File: config.mk
export PLATFORM = sky130hd
export DESIGN_NAME = ahb_can_mailbox
export DESIGN_NICKNAME = d
export VERILOG_FILES = /design/src/rtl/ahb_can_pkg.sv /design/src/rtl/can_rx_fifo.sv /design/src/rtl/ahb_can_mailbox.sv
export SDC_FILE = /design/constraint.sdc
export NUM_CORES = 1
export LEC_CHECK = 0
export BUFFER_PORTS_ARGS = -buffer_cell sky130_fd_sc_hd__buf_4
export CORE_AREA = 2 2 217 304
export CTS_BUF_LIST = sky130_fd_sc_hd__clkbuf_16
export DETAILED_ROUTE_END_ITERATION = 6
export DIE_AREA = 0 0 219 306
export PLACE_DENSITY_LB_ADDON = 0.2
export SKIP_LAST_GASP = 1
export SYNTH_ARGS = -nofsm -noshare
export SYNTH_HDL_FRONTEND = slang
export SYNTH_SLANG_ARGS = --single-unit
File: constraint.sdc
create_clock -name HCLK -period 10.4 [get_ports HCLK]
set_clock_uncertainty 0.15 [all_clocks]
set_input_delay 1.04 -clock HCLK [delete_from_list [all_inputs] [get_ports HCLK]]
set_output_delay 1.04 -clock HCLK [all_outputs]
set_load 0.1 [all_outputs]
File: src/rtl/ahb_can_pkg.sv
// Shared constants for the AHB-Lite to CAN mailbox front end.
// Holds the register offsets, the CTRL/STATUS/DONE bit positions and the AHB encodings.
// Also holds the TX arbiter state type.
package ahb_can_pkg;

  // Register byte offsets in the low 8 address bits
  localparam logic [7:0] ADDR_CTRL    = 8'h00;
  localparam logic [7:0] ADDR_STATUS  = 8'h04;
  localparam logic [7:0] ADDR_RXDATA  = 8'h08;
  localparam logic [7:0] ADDR_DONE    = 8'h0C;
  localparam logic [7:0] ADDR_MB_BASE = 8'h10;

  // CTRL bit positions
  localparam int CTRL_TX_EN     = 0;
  localparam int CTRL_RX_IRQ_EN = 1;
  localparam int CTRL_TX_IRQ_EN = 2;
  localparam int CTRL_W         = 3;

  // STATUS bit positions
  localparam int ST_RX_EMPTY     = 16;
  localparam int ST_RX_FULL      = 17;
  localparam int ST_RX_OVF       = 18;
  localparam int ST_RX_COUNT_LSB = 24;

  // DONE bit that clears the sticky RX overflow flag
  localparam int DONE_RX_OVF_CLR = 31;

  // AHB transfer types and the only legal transfer size
  localparam logic [1:0] HTRANS_IDLE   = 2'b00;
  localparam logic [1:0] HTRANS_BUSY   = 2'b01;
  localparam logic [1:0] HTRANS_NONSEQ = 2'b10;
  localparam logic [1:0] HTRANS_SEQ    = 2'b11;
  localparam logic [2:0] HSIZE_WORD    = 3'b010;

  typedef enum logic [0:0] {
    TX_IDLE  = 1'b0,
    TX_OFFER = 1'b1
  } tx_state_t;

  // Word index of a byte offset
  function automatic logic [5:0] word_of(input logic [7:0] byte_addr);
    return byte_addr[7:2];
  endfunction

endpackage

File: src/rtl/can_rx_fifo.sv
// Purpose: synchronous receive FIFO with occupancy count and a sticky overflow flag.
// Latency: a pushed frame is visible at dout the cycle after the push; dout shows the head combinationally.
// Backpressure: none on the push side; a push while full with no pop is dropped and sets ovf.
module can_rx_fifo #(
  parameter int DEPTH = 8,
  parameter int W     = 32
) (
  input  logic                     clk,
  input  logic                     rst,
  input  logic                     push,
  input  logic [W-1:0]             din,
  input  logic                     pop,
  input  logic                     ovf_clr,
  output logic [W-1:0]             dout,
  output logic                     full,
  output logic                     empty,
  output logic [$clog2(DEPTH):0]   count,
  output logic                     ovf
);

  localparam int AW = $clog2(DEPTH);

  // Pointers carry one extra wrap bit to tell full from empty
  logic [AW:0]  wr_ptr;
  logic [AW:0]  rd_ptr;
  logic [W-1:0] mem [DEPTH];
  logic         do_push;
  logic         do_pop;

  assign empty   = (wr_ptr == rd_ptr);
  assign full    = (wr_ptr[AW] != rd_ptr[AW]) && (wr_ptr[AW-1:0] == rd_ptr[AW-1:0]);
  assign count   = wr_ptr - rd_ptr;
  assign dout    = mem[rd_ptr[AW-1:0]];
  assign do_pop  = pop & ~empty;
  // A pop in the same cycle frees the slot, so a push into a full FIFO still lands
  assign do_push = push & (~full | do_pop);

  // Pointer advance and sticky overflow; a new overflow outranks a clear in the same cycle
  always_ff @(posedge clk) begin
    if (rst) begin
      wr_ptr <= '0;
      rd_ptr <= '0;
      ovf    <= 1'b0;
    end else begin
      if (do_push) wr_ptr <= wr_ptr + (AW+1)'(1);
      if (do_pop)  rd_ptr <= rd_ptr + (AW+1)'(1);
      if (push && !do_push) ovf <= 1'b1;
      else if (ovf_clr)     ovf <= 1'b0;
    end
  end

  // Frame storage; contents are don't-care until written
  always_ff @(posedge clk) begin
    if (do_push) mem[wr_ptr[AW-1:0]] <= din;
  end

endmodule

File: src/rtl/ahb_can_mailbox.sv
// Purpose: AHB-Lite register front end with TX mailboxes, round-robin TX arbiter and RX FIFO.
// Latency: zero-wait OKAY transfers; a TX offer is registered one cycle after a mailbox becomes eligible.
// Backpressure: offers hold until tx_ready; RX has none (overflow drops); bad accesses get a 2-cycle ERROR.
module ahb_can_mailbox
  import ahb_can_pkg::*;
#(
  parameter int NUM_TX_MB = 4,
  parameter int RX_DEPTH  = 8,
  parameter int FRAME_W   = 32
) (
  input  logic               HCLK,
  input  logic               HRESET,
  input  logic               HSEL,
  input  logic [7:0]         HADDR,
  input  logic [1:0]         HTRANS,
  input  logic               HWRITE,
  input  logic [2:0]         HSIZE,
  input  logic [31:0]        HWDATA,
  output logic [31:0]        HRDATA,
  output logic               HREADYOUT,
  output logic               HRESP,
  output logic               tx_valid,
  output logic [FRAME_W-1:0] tx_data,
  input  logic               tx_ready,
  input  logic               rx_valid,
  input  logic [FRAME_W-1:0] rx_data,
  output logic               irq
);

  localparam int MB_IDX_W = (NUM_TX_MB > 1) ? $clog2(NUM_TX_MB) : 1;
  localparam int CNT_W    = $clog2(RX_DEPTH) + 1;

  // ---------------- AHB address/data phase tracking ----------------
  logic       addr_acc;
  logic       dp_vld;
  logic       dp_write;
  logic       dp_size_ok;
  logic       dp_align_ok;
  logic [5:0] dp_word;
  logic       err_ph2;

  logic                sel_ctrl, sel_status, sel_rxdata, sel_done, sel_mb;
  logic [5:0]          mb_word_off;
  logic [MB_IDX_W-1:0] mb_idx;
  logic                err_cond;
  logic                err_now;
  logic                wr_ok, rd_ok;
  logic                ctrl_wr, done_wr, mb_wr, rx_pop, rx_ovf_clr;

  // ---------------- Register state ----------------
  logic [CTRL_W-1:0]    ctrl;
  logic [NUM_TX_MB-1:0] mb_pending;
  logic [NUM_TX_MB-1:0] tx_done;
  logic [FRAME_W-1:0]   mb [NUM_TX_MB];
  logic [NUM_TX_MB-1:0] pend_set, pend_clr;

  // ---------------- Arbiter state ----------------
  tx_state_t           tx_state;
  logic [MB_IDX_W-1:0] rr_ptr;
  logic [MB_IDX_W-1:0] grant;
  logic [MB_IDX_W-1:0] grant_nxt;
  logic                grant_found;
  logic                tx_accept;

  // ---------------- RX FIFO ----------------
  logic [FRAME_W-1:0] rx_head;
  logic               rx_full, rx_empty, rx_ovf;
  logic [CNT_W-1:0]   rx_count;

  logic [31:0] status;
  logic [31:0] rd_mux;

  // Mailbox index offset from base, wrapping at NUM_TX_MB
  function automatic logic [MB_IDX_W-1:0] wrap_idx(input logic [MB_IDX_W-1:0] base, input int off);
    int sum;
    sum = int'(base) + off;
    if (sum >= NUM_TX_MB) sum = sum - NUM_TX_MB;
    return MB_IDX_W'(sum);
  endfunction

  assign addr_acc = HSEL & HREADYOUT & ((HTRANS == HTRANS_NONSEQ) | (HTRANS == HTRANS_SEQ));

  // Register the address phase; the data phase is decoded from these copies
  always_ff @(posedge HCLK) begin
    if (HRESET) begin
      dp_vld      <= 1'b0;
      dp_write    <= 1'b0;
      dp_size_ok  <= 1'b0;
      dp_align_ok <= 1'b0;
      dp_word     <= '0;
      err_ph2     <= 1'b0;
    end else begin
      dp_vld  <= addr_acc;
      err_ph2 <= err_now;
      if (addr_acc) begin
        dp_word     <= HADDR[7:2];
        dp_align_ok <= (HADDR[1:0] == 2'b00);
        dp_write    <= HWRITE;
        dp_size_ok  <= (HSIZE == HSIZE_WORD);
      end
    end
  end

  assign mb_word_off = dp_word - word_of(ADDR_MB_BASE);
  assign mb_idx      = mb_word_off[MB_IDX_W-1:0];
  assign sel_ctrl    = dp_align_ok && (dp_word == word_of(ADDR_CTRL));
  assign sel_status  = dp_align_ok && (dp_word == word_of(ADDR_STATUS));
  assign sel_rxdata  = dp_align_ok && (dp_word == word_of(ADDR_RXDATA));
  assign sel_done    = dp_align_ok && (dp_word == word_of(ADDR_DONE));
  assign sel_mb      = dp_align_ok && (dp_word >= word_of(ADDR_MB_BASE)) &&
                       (mb_word_off < 6'(NUM_TX_MB));

  // Error is judged against live state in the data phase so back-to-back writes see each other
  assign err_cond = !dp_size_ok
                  | !(sel_ctrl | sel_status | sel_rxdata | sel_done | sel_mb)
                  | ( dp_write & (sel_status | sel_rxdata))
                  | (!dp_write & sel_mb)
                  | ( dp_write & sel_mb & mb_pending[mb_idx])
                  | (!dp_write & sel_rxdata & rx_empty);

  assign err_now   = dp_vld & err_cond;
  assign HREADYOUT = ~err_now;
  assign HRESP     = err_now | err_ph2;

  assign wr_ok      = dp_vld &  dp_write & ~err_cond;
  assign rd_ok      = dp_vld & ~dp_write & ~err_cond;
  assign ctrl_wr    = wr_ok & sel_ctrl;
  assign done_wr    = wr_ok & sel_done;
  assign mb_wr      = wr_ok & sel_mb;
  assign rx_pop     = rd_ok & sel_rxdata;
  assign rx_ovf_clr = done_wr & HWDATA[DONE_RX_OVF_CLR];

  // Assemble STATUS and the read-data mux for the current data phase
  always_comb begin
    status                  = '0;
    status[NUM_TX_MB-1:0]   = mb_pending;
    status[ST_RX_EMPTY]     = rx_empty;
    status[ST_RX_FULL]      = rx_full;
    status[ST_RX_OVF]       = rx_ovf;
    status[31:ST_RX_COUNT_LSB] = 8'(rx_count);

    rd_mux = '0;
    if (sel_ctrl)   rd_mux[CTRL_W-1:0]    = ctrl;
    if (sel_status) rd_mux                = status;
    if (sel_rxdata) rd_mux                = 32'(rx_head);
    if (sel_done)   rd_mux[NUM_TX_MB-1:0] = tx_done;
  end

  assign HRDATA = rd_ok ? rd_mux : 32'h0;

  // One-hot pending set from a mailbox write and clear from an accepted offer
  always_comb begin
    pend_set = '0;
    pend_clr = '0;
    if (mb_wr)     pend_set[mb_idx] = 1'b1;
    if (tx_accept) pend_clr[grant]  = 1'b1;
  end

  // CTRL, mailbox frames, pending and done flags; a hardware done-set beats a W1C clear
  always_ff @(posedge HCLK) begin
    if (HRESET) begin
      ctrl       <= '0;
      mb_pending <= '0;
      tx_done    <= '0;
      for (int i = 0; i < NUM_TX_MB; i++) mb[i] <= '0;
    end else begin
      if (ctrl_wr) ctrl <= HWDATA[CTRL_W-1:0];
      for (int i = 0; i < NUM_TX_MB; i++) begin
        if (mb_wr && (mb_idx == MB_IDX_W'(i))) mb[i] <= FRAME_W'(HWDATA);
      end
      mb_pending <= (mb_pending & ~pend_clr) | pend_set;
      tx_done    <= (done_wr ? (tx_done & ~HWDATA[NUM_TX_MB-1:0]) : tx_done) | pend_clr;
    end
  end

  // Round-robin search: first pending mailbox at or after rr_ptr
  always_comb begin
    grant_nxt   = '0;
    grant_found = 1'b0;
    for (int i = 0; i < NUM_TX_MB; i++) begin
      if (!grant_found && mb_pending[wrap_idx(rr_ptr, i)]) begin
        grant_nxt   = wrap_idx(rr_ptr, i);
        grant_found = 1'b1;
      end
    end
  end

  assign tx_accept = (tx_state == TX_OFFER) & tx_ready;

  // TX arbiter: an offer, once made, stays stable until accepted even if tx_en drops
  always_ff @(posedge HCLK) begin
    if (HRESET) begin
      tx_state <= TX_IDLE;
      rr_ptr   <= '0;
      grant    <= '0;
      tx_valid <= 1'b0;
      tx_data  <= '0;
    end else begin
      case (tx_state)
        TX_IDLE: begin
          if (ctrl[CTRL_TX_EN] && grant_found) begin
            tx_state <= TX_OFFER;
            grant    <= grant_nxt;
            tx_valid <= 1'b1;
            tx_data  <= mb[grant_nxt];
          end
        end
        TX_OFFER: begin
          if (tx_ready) begin
            tx_state <= TX_IDLE;
            tx_valid <= 1'b0;
            rr_ptr   <= wrap_idx(grant, 1);
          end
        end
        default: tx_state <= TX_IDLE;
      endcase
    end
  end

  // Registered level interrupt
  always_ff @(posedge HCLK) begin
    if (HRESET) irq <= 1'b0;
    else irq <= (ctrl[CTRL_RX_IRQ_EN] & ~rx_empty)
              | (ctrl[CTRL_TX_IRQ_EN] & (|tx_done))
              | (ctrl[CTRL_RX_IRQ_EN] & rx_ovf);
  end

  can_rx_fifo #(
    .DEPTH (RX_DEPTH),
    .W     (FRAME_W)
  ) u_rx_fifo (
    .clk     (HCLK),
    .rst     (HRESET),
    .push    (rx_valid),
    .din     (rx_data),
    .pop     (rx_pop),
    .ovf_clr (rx_ovf_clr),
    .dout    (rx_head),
    .full    (rx_full),
    .empty   (rx_empty),
    .count   (rx_count),
    .ovf     (rx_ovf)
  );

endmodule

==> results of run 1 <==
-- metal layers --
metal / track usage, % / up-vias / share of wire [%]
met5: 0 / - / 0.035
met4: 3.72 / 2 / 2.0
met3: 3.49 / 57 / 5.5
met2: 24.4 / 206 / 51
met1: 16.8 / 5329 / 42
li1: - / 4817 / -
-- synthesized netlist by cell type, types with 2 or more instances --
library cell	instances
a211oi_1	4
a21o_1	2
a21oi_1	31
a22oi_1	6
a31oi_1	2
a32oi_1	3
and2_1	2
and3_1	3
buf_1	7
buf_2	18
clkbuf_1	44
dfxtp_1	73
edfxtp_1	384
ha_1	9
inv_1	16
mux2_2	12
mux2i_1	95
mux4_2	64
nand2_1	65
nand2b_1	47
nand3_1	14
nand4_1	2
nor2_1	181
nor2b_1	5
nor3_1	7
nor4_1	3
nor4b_1	2
o2111a_1	2
o21ai_0	11
o221ai_1	33
o22ai_1	3
o31ai_1	2
or4_1	2
xnor2_1	3
xor2_1	4
-- cell families after synthesis --
group / synth area share (%)
flip-flops: 70.5
AND/OR/NAND/NOR: 8.31
multiplexers: 13.7
AO/OA/AOI/OAI: 4.33
buffers and inverters: 2.09
adder cells (fa/ha/maj): 0.720
XOR/XNOR: 0.333
-- flip-flops by register name (all words and copies together), names as in the netlist, named ones only --
| register | cells |
|---|---|
| ctrl | 3 |
| u_rx_fifo.mem | 256 |
| u_rx_fifo.rd_ptr | 4 |
| dp_word | 6 |
| tx_data | 32 |
| mb_pending | 4 |
| dp_write | 1 |
| tx_done | 4 |
| mb | 128 |
| grant | 2 |
| u_rx_fifo.wr_ptr | 4 |
| u_rx_fifo.ovf | 1 |
| rr_ptr | 2 |
| tx_valid | 1 |
| dp_align_ok | 1 |
| dp_vld | 1 |
| dp_size_ok | 1 |
| err_ph2 | 1 |
| irq | 1 |
| tx_state | 1 |
-- power breakdown --
group | leakage [nW] | internal [mW] | switching, mW | total, mW
clock network | 0.821 | 1.02 | 0.720 | 1.74
logic | 2.75 | 0.0520 | 0.0868 | 0.139
registers | 4.24 | 2.02 | 0.0117 | 2.03
-- final cells by class --
| type | count | area (um^2) |
|---|---|---|
| Clock buffer | 48 | 1200 |
| Fill cell | 6298 | 41900 |
| Inverter | 16 | 60.1 |
| Sequential cell | 457 | 13000 |
| Clock inverter | 41 | 398 |
| Timing Repair Buffer | 179 | 1340 |
| Tap cell | 840 | 1050 |
| Multi-Input combinational cell | 639 | 5140 |
-- worst min-delay path: stages, from the launching register on --
cell and delay, ps:
dfxtp_1 310, inv_1 50, a211oi_1 50
-- worst max-delay path by stage --
| stage | from | end | slack [ps] | cells after the start |
|---|---|---|---|---|
| 2_1_floorplan | dp_word[5] | u_rx_fifo.mem[5][0] | 4980 | 5 |
| 3_3_place_gp | register | HRDATA[26] | 6070 | 6 |
| 3_5_place_dp | register | HRDATA[26] | 6120 | 6 |
| 4_1_cts | register | HRDATA[26] | 5460 | 6 |
| 5_1_grt | register | HRDATA[26] | 5310 | 6 |
| 6_report | register | HRDATA[24] | 5620 | 6 |
==> results.md, run 1 <==
* Status: finished clean
* Yosys synthesis warning count at 0
* Final Critical Period at 4780 ps
* H-tree depth at 2
* Number of gates resized after cts at 0
* CTS buffer count at 48
* # rows at 110
* Synthesized net count at 1276
* Hold depth at 2
* Root buf cell: clkbuf_16
* Die Span X at 219 um
* Max-slew violations at 0
* CP max-delay cell: dfxtp_4
* Worst endpoint data arrival time at 3590 ps
* R2r worst-path depth at 7
* Power per cell area at 176 nW/um^2
* Pin count of the biggest net entering global routing at 44
* Iteration-0 DRC Markers at 607
* Clock Latency Late Sink at 590 ps
* Routed Antenna Nets at 0
* Ant. Diodes at 0
* Worst hold endpoint: tx_valid
* Dpl ws at 6120 ps
* Deepest clock path buffer count at 3
* WS Path Type: register to primary output
* Crit end category: primary output
* Largest cells by area after synthesis: edfxtp_1 (63%), dfxtp_1 (7.9%), mux4_2 (7.8%), mux2i_1 (5.2%), nor2_1 (3.7%)
* Total die area at 67000 um^2
* Initial antenna violation count at 1
* # nets final at 1434
* Max-slew headroom at 22.4%
* Slew @ Worst Pin at 1160 ps
* DR DRC count at 0
* Final cell count without fillers at 2220
* Crit path buf inv count at 2
* GPL Wtd Cong at 0.740
* Vias in the first global route at 11300
* Post-CTS setup buffer count at 0
* Top FF cell, synth: edfxtp_1
* Initial Util at 28.7%
* Peak VDD IR at 0.127 mV
* Syn avg cell area at 15.6 um^2
* Critical Path, Cell by Cell: buf_4 > mux4_2 > mux2_2 > a22oi_1 > nor2_1 > buf_4
* P_leak at 7.81 nW
* CTS tree: done
* Post-synth EDFFs at 384
* Terminus of the critical flop-to-flop path: u_rx_fifo.mem[4][17]
* Top cell type's share of synthesized area at 62.6%
* Post-layout util at 34.6%
* Hold Path Origin: tx_valid
* Final hold violations at 0
* Post-Syn Area at 18400 um^2
* Hold slack final at 309 ps
* Reg-to-Reg Start: u_rx_fifo.wr_ptr[2]
* Vias/cell at 4.69
* Core area at 64100 um^2
* Worst Setup Start Kind: register
* Post-synth cell types at 57
* Total number of vias at 10400
* Max Cap Violations at 0
* Die Span Y at 306 um
* Global route total overflow at 0
* Syn-to-layout area delta at 20.4%
* Setup TNS at 0 ps
* Clock transition at path regs at 60 ps
* Design Area, Final at 22200 um^2
* RSZ-0062 raised after global routing: no
* HP Class: register to register
* Total power at 3.91 mW
* Detailed Place HPWL at 27.3 mm
* F_max at 209 MHz
* First-pass GRT wire length at 69.9 mm
* Most common cell after layout, fill and taps aside: edfxtp_1
* Post-CTS Hold Buffers at 0
* Final period utilization at 45.9%
* R2R setup slack at 6350 ps
* Max incr delay on CP at 770 ps
* Buffers on Ports at 149
* Crit-path leading delay family: buffers and inverters
* Cells after Synth at 1183
* WL final at 46.0 mm
* Final Setup Violations at 0
* Share of cells above drive strength 1 at 25.4%
* Cell area after placement at 20600 um^2
* Required @ worst endpoint at 9210 ps
* Most frequent cells in the layout: edfxtp_1 (384), nor2_1 (180), buf_4 (179), mux2i_1 (95), dfxtp_1 (70)
* CP max FO at 35
* Synth Register Bits at 457
* Overall Global Routing Usage at 13.9%
* Dpl cells at 2131
* WL/cell at 20.7 um
* Largest area contributor in the netlist: edfxtp_1
* I/O pin count at 151
* Post-synth ARST share at 0%
* Most frequent CP cell: buf_4
* Initial DRT Pass Iterations at 4
* Final worst slack at 5620 ps
* Seq/Total Area, Yosys at 70.5%
* Clock sinks at 457
(Power assumes the default switching activity.)
==> run 2, diff against run 1 <==
--- a/config.mk
+++ b/config.mk
@@ -5,11 +5,12 @@
 export SDC_FILE = /design/constraint.sdc
 export NUM_CORES = 1
 export LEC_CHECK = 0
+export ABC_AREA = 1
 export BUFFER_PORTS_ARGS = -buffer_cell sky130_fd_sc_hd__buf_4
-export CORE_AREA = 2 2 217 304
+export CORE_AREA = 2 2 224 315
 export CTS_BUF_LIST = sky130_fd_sc_hd__clkbuf_16
 export DETAILED_ROUTE_END_ITERATION = 6
-export DIE_AREA = 0 0 219 306
+export DIE_AREA = 0 0 226 317
 export PLACE_DENSITY_LB_ADDON = 0.2
 export SKIP_LAST_GASP = 1
 export SYNTH_ARGS = -nofsm -noshare
==> constraint.sdc (replaced) <==
create_clock -name HCLK -period 4.9 [get_ports HCLK]
set_clock_uncertainty 0.15 [all_clocks]
set_input_delay 0.49 -clock HCLK [delete_from_list [all_inputs] [get_ports HCLK]]
set_output_delay 0.49 -clock HCLK [all_outputs]
set_load 0.1 [all_outputs]
==> results.md, run 2 <==
* Max-slew violations at 0
* Root buf cell: clkbuf_16
* First-pass GRT wire length at 82.1 mm
* Final hold violations at 0
* # rows at 114
* Setup TNS at 0 ps
* Iteration-0 DRC Markers at 768
* Initial Util at 28.9%
* Post-synth ARST share at 0%
* I/O pin count at 151
* DR DRC count at 0
* Syn avg cell area at 10.5 um^2
* Peak VDD IR at 0.299 mV
* Reg-to-Reg Start: dp_word[0]
* Number of flip-flops in the largest register at 256
* Synthesized-area fraction occupied by and/or/nand/nor cells at 19.8%
* Final period utilization at 78.4%
* Overall Global Routing Usage at 15.1%
* Share of cells above drive strength 1 at 14.7%
* CP max-delay cell: dfxtp_1
* Most instantiated library cell after synthesis: nand2_1
* Post-synth top cells: nand2_1 (422), edfxtp_1 (384), nor2_1 (260)
* Design Area, Final at 23600 um^2
* Cell-internal power at 6.35 mW
* Adder-Cell Fraction of Synth Area at 0.669%
* CTS tree: done
* Number of gates resized after cts at 0
* WL final at 54.3 mm
* Die Span X at 226 um
* HP Class: primary input to register
* P_leak at 9.29 nW
* Most frequent CP cell: nand2_1
* Worst endpoint data arrival time at 3200 ps
* Vias in the first global route at 13700
* CTS buffer count at 47
* Largest cells by area after synthesis: edfxtp_1 (58%), nand2_1 (8.0%), dfxtp_1 (7.4%), nor2_1 (4.9%), nand3_1 (3.2%)
* GPL Wtd Cong at 0.763
* Total number of vias at 13800
* Net Sw Frac at 22.3%
* Clock Latency Late Sink at 600 ps
* Post-layout util at 34.4%
* H-tree depth at 2
* # fillers at 6861
* RSZ-0062 raised after global routing: no
* Register share of total power at 53.0%
* Die Span Y at 317 um
* Hold Path Origin: HADDR[0]
* Clock network power share at 42.9%
* Crit. Startpoint: dp_word[0]
* Ant. Diodes at 0
* Vias/cell at 4.62
* Compound-Gate Fraction of Synth Area at 7.90%
* R2R setup slack at 1290 ps
* R2r worst-path depth at 15
* Post-synth cell types at 43
* Post-synthesis mux area share at 0%
* Largest area contributor in the netlist: edfxtp_1
* Cell area after placement at 21800 um^2
* Worst Setup Start Kind: register
* Largest family of logic cells by synthesized area: simple AND/OR/NAND/NOR gates
* WS Path Type: register to primary output
* Detailed Place HPWL at 31.3 mm
* Syn-to-layout area delta at 19.2%
* Core area at 68600 um^2
* Initial antenna violation count at 1
* Area taken by multi-input logic gates at 5730 um^2
* Power per cell area at 346 nW/um^2
* CP max FO at 11
* Worst Setup EP: HRDATA[16]
* Global route total overflow at 0
* Terminus of the critical flop-to-flop path: u_rx_fifo.mem[6][27]
* Max-slew headroom at 40.0%
* Yosys synthesis warning count at 0
* Most frequent cells in the layout: nand2_1 (420), edfxtp_1 (384), nor2_1 (252), buf_4 (172), inv_1 (146)
* Synthesized net count at 1976
* Final Critical Period at 3840 ps
* Status: finished clean
* Crit end category: primary output
* Slew @ Worst Pin at 901 ps
* Synth Register Bits at 457
* Seq/Total Area, Yosys at 65.6%
* Pin count of the biggest net entering global routing at 117
* Comb power frac at 4.1%
* Clock transition at path regs at 60 ps
* Max incr delay on CP at 530 ps
* Register area at 13000 um^2
* Max Cap Violations at 0
* Most common cell after layout, fill and taps aside: nand2_1
* Final Setup Violations at 0
* Cells after Synth at 1883
* Total die area at 71600 um^2
* Buffers on Ports at 149
* WL/cell at 18.1 um
* Required @ worst endpoint at 4260 ps
* Top FF cell, synth: edfxtp_1
* Deepest clock path buffer count at 3
* Post-Syn Area at 19800 um^2
* Xor/xnor cell area share of the yosys netlist at 0.177%
* F_max at 260 MHz
* # nets final at 2124
* Initial DRT Pass Iterations at 6
* Post-synth EDFFs at 384
* Clock sinks at 457
* Routed Antenna Nets at 0
* Top cell type's share of synthesized area at 58.2%
* P_sw at 1.82 mW
* Critical Path, Cell by Cell: inv_2 > nand2_1 > nor2_1 > nand2_1 > nand2_1 > nand2_1 > nand3_2 > nor2_4 > nand2_1 > a211oi_1 > buf_4
==> run 2: changes by cell type after synthesis, sizes merged, moves of 47 or more <==
cell,before,now
nand2,65,434
nand3,14,135
mux2i,95,0
nand2b,47,0
nor2,181,275
inv,16,143
mux4,64,0
a21oi,31,117
==> run 2: per-stage QoR <==
step                      power [mW]  setup slack (ps)  instances  hold slack, ps
after detailed placement        4.73              1270       2878             308
after global routing            8.45               761       2996            29.2
after global placement          4.72              1330       2878             310
after floorplan                 4.56               530       1883             288
after CTS                       8.28               999       2996            12.2
final                           8.17              1060       2996            63.1
==> run 2: cells by family after synthesis <==
| kind of cell | Yosys count |
|---|---|
| and+or+nand+nor | 908 |
| DFF | 457 |
| buffers and inverters | 254 |
| AOI/OAI and AO/OA | 250 |
| adders and majority gates | 10 |
| xor gates and xnor gates | 4 |
==> run 2: timing repair <==
item | 4_1_cts | 5_1_grt
buffers inserted | 0 | 0
hold buffers | 32 | 0
hold endpoints to repair | 256 | 0
==> run 2: worst max-delay path, delay by kind of cell (launching register included) <==
kind	cells	cell delay [ps]
compound gates	1	350
buf+inv	2	460
flops	1	530
simple gates	8	1270
==> run 2: layer usage <==
metal | up-vias | GRT usage [%] | wire [um] | part of all wire, %
met5 | - | 0 | 0 | 0
met4 | 0 | 4.21 | 1230 | 2.3
met3 | 75 | 3.32 | 3220 | 5.9
met2 | 322 | 26.6 | 26700 | 49
met1 | 6735 | 18.6 | 23200 | 43
li1 | 6714 | - | - | -
==> run 2: layout make-up <==
| class | instances | share of cell area [%] |
|---|---|---|
| inverter | 144 | 2.29 |
| sequential | 457 | 55.0 |
| timing repair buffer | 209 | 7.25 |
| tap | 928 | 4.91 |
| clock inverter | 37 | 1.09 |
| multi-input combinational | 1172 | 24.2 |
| clock buffer | 49 | 5.19 |
==> run 2: how the worst min path moves through the flow <==
stage | slack (ps) | depth (start not counted) | end
finish | 60 | 4 | dp_align_ok
global route | 30 | 4 | dp_align_ok
CTS | 10 | 3 | u_rx_fifo.ovf
detailed placement | 310 | 2 | dp_word[5]
global placement | 310 | 2 | dp_word[4]
floorplan | 290 | 2 | irq
==> run 2: power by group through the flow <==
stage | Combinational [mW] | Clock, mW | Sequential, mW
after detailed placement | 0.319 | 0 | 4.41
after floorplan | 0.152 | 0 | 4.41
after global routing | 0.370 | 3.75 | 4.33
after global placement | 0.314 | 0 | 4.41
after CTS | 0.342 | 3.61 | 4.33
final | 0.335 | 3.51 | 4.33
==> run 3, diff against run 2 <==
--- a/config.mk
+++ b/config.mk
@@ -5,12 +5,12 @@
 export SDC_FILE = /design/constraint.sdc
 export NUM_CORES = 1
 export LEC_CHECK = 0
-export ABC_AREA = 1
+export ABC_AREA = 0
 export BUFFER_PORTS_ARGS = -buffer_cell sky130_fd_sc_hd__buf_4
-export CORE_AREA = 2 2 224 315
+export CORE_AREA = 2 2 217 304
 export CTS_BUF_LIST = sky130_fd_sc_hd__clkbuf_16
 export DETAILED_ROUTE_END_ITERATION = 6
-export DIE_AREA = 0 0 226 317
+export DIE_AREA = 0 0 219 306
 export PLACE_DENSITY_LB_ADDON = 0.2
 export SKIP_LAST_GASP = 1
 export SYNTH_ARGS = -nofsm -noshare
==> constraint.sdc (replaced) <==
create_clock -name HCLK -period 3.55 [get_ports HCLK]
set_clock_uncertainty 0.15 [all_clocks]
set_input_delay 0.355 -clock HCLK [delete_from_list [all_inputs] [get_ports HCLK]]
set_output_delay 0.355 -clock HCLK [all_outputs]
set_load 0.1 [all_outputs]
==> results.md, run 3 (same netlist as run 1, synthesis figures left out) <==
* CTS tree: done
* Buffers on Ports at 149
* F_max at 301 MHz
* Initial Util at 28.7%
* Clock transition at path regs at 60 ps
* First-pass GRT wire length at 70.6 mm
* Slew @ Worst Pin at 976 ps
* Max-slew violations at 0
* WL/cell at 20.5 um
* Final period utilization at 93.7%
* Initial DRT Pass Iterations at 4
* Status: finished clean
* Final Setup Violations at 0
* Iteration-0 DRC Markers at 544
* Final worst slack at 225 ps
* Overall Global Routing Usage at 14.0%
* Power per cell area at 491 nW/um^2
* Clock Latency Late Sink at 580 ps
* Required @ worst endpoint at 3040 ps
* P_leak at 8.11 nW
* Hold Path Origin: HWDATA[22]
* # fillers at 6248
* DR DRC count at 0
* Pin count of the biggest net entering global routing at 43
* Routed Antenna Nets at 0
* Total die area at 67000 um^2
* Global route total overflow at 0
* CP max FO at 9
* Crit end category: primary output
* CTS buffer count at 48
* Clock sinks at 457
* Worst endpoint data arrival time at 2820 ps
* R2r worst-path depth at 8
* Terminus of the critical flop-to-flop path: dp_align_ok
* Most common cell after layout, fill and taps aside: edfxtp_1
* WL final at 47.0 mm
* Number of flip-flops in the largest register at 256
* Die Span X at 219 um
* Most frequent cells in the layout: edfxtp_1 (384), buf_4 (183), nor2_1 (180), mux2i_1 (95), dfxtp_1 (70)
* Dpl cells at 2142
* Peak VDD IR at 0.373 mV
* Deepest clock path buffer count at 3
* Final Critical Period at 3330 ps
* H-tree depth at 2
* Reg-to-Reg Start: u_rx_fifo.rd_ptr[1]
* Vias/cell at 4.67
* Ant. Diodes at 0
* Setup TNS at 0 ps
* # rows at 110
* Share of cells above drive strength 1 at 24.6%
* Hold slack final at 28.6 ps
* Syn-to-layout area delta at 24.7%
* Core area at 64100 um^2
* Root buf cell: clkbuf_16
* R2R setup slack at 440 ps
* Total number of vias at 10700
* Vias in the first global route at 11400
* Max Cap Violations at 0
* GPL Wtd Cong at 0.706
* Final cell count without fillers at 2297
* Worst hold endpoint: mb[2][22]
* Die Span Y at 306 um
* Hold depth at 3
* RSZ-0062 raised after global routing: no
* # nets final at 1511
* I/O pin count at 151
* Detailed Place HPWL at 27.9 mm
* WS Path Type: register to primary output
* Dpl ws at 620 ps
* Initial antenna violation count at 1
* Max-slew headroom at 34.3%
* Final hold violations at 0
* Worst Setup Start Kind: register
* HP Class: primary input to register
## run 3: critical path, cell delays in order (launching register included)
cell and delay [ps]:
dfxtp_1 440, inv_1 80, ha_1 320, and3_1 200, a32oi_1 260, nand4_1 210
buf_4 240, nor2_1 220, buf_6 280
## run 3: area by class of cell
class | count | area [um^2] | share of cell area [%]
Multi-Input combinational cell | 639 | 5180 | 22.5
Sequential cell | 457 | 13000 | 56.6
Tap cell | 840 | 1050 | 4.57
Clock buffer | 48 | 1200 | 5.23
Clock inverter | 41 | 309 | 1.35
Timing Repair Buffer | 256 | 2180 | 9.47
Inverter | 16 | 60.1 | 0.261
## run 3: timing repair
item | 4_1_cts | 5_1_grt
endpoints found under the hold margin | 337 | 0
buffers inserted | 0 | 1
resized for setup | 0 | 1
endpoints found under the setup margin | 0 | 8
hold buffers | 65 | 0
## run 3: metrics by stage
stage	power (mW)	cell area, um^2	util, %
floorplan	6.28	18500	-
global route	11.7	23000	35.8
CTS	11.4	23000	35.8
global placement	6.49	20800	32.4
finish	11.3	23000	35.8
detailed placement	6.50	20800	32.4
## run 3: report_power, final
part	internal, mW	switching, mW
logic	0.207	0.274
clock network	2.75	2.09
registers	5.92	0.0314
## run 3: worst max path at each step
stage	from	endpoint	slack (ps)	depth (start not counted)
final	u_rx_fifo.rd_ptr[1]	HRDATA[18]	220	8
after global routing	u_rx_fifo.rd_ptr[1]	HRDATA[22]	9	8
after CTS	register	HRDATA[8]	50	5
after detailed placement	u_rx_fifo.rd_ptr[1]	u_rx_fifo.mem[0][9]	620	8
after global placement	u_rx_fifo.rd_ptr[1]	u_rx_fifo.mem[6][9]	650	8
after floorplan	u_rx_fifo.wr_ptr[1]	u_rx_fifo.mem[0][0]	-170	7
## run 3: per-layer routing
metal,share of wire [%],track usage (%)
met5,0.023,0
met4,1.7,3.36
met3,5.1,3.02
met2,52,25.7
met1,41,16.6
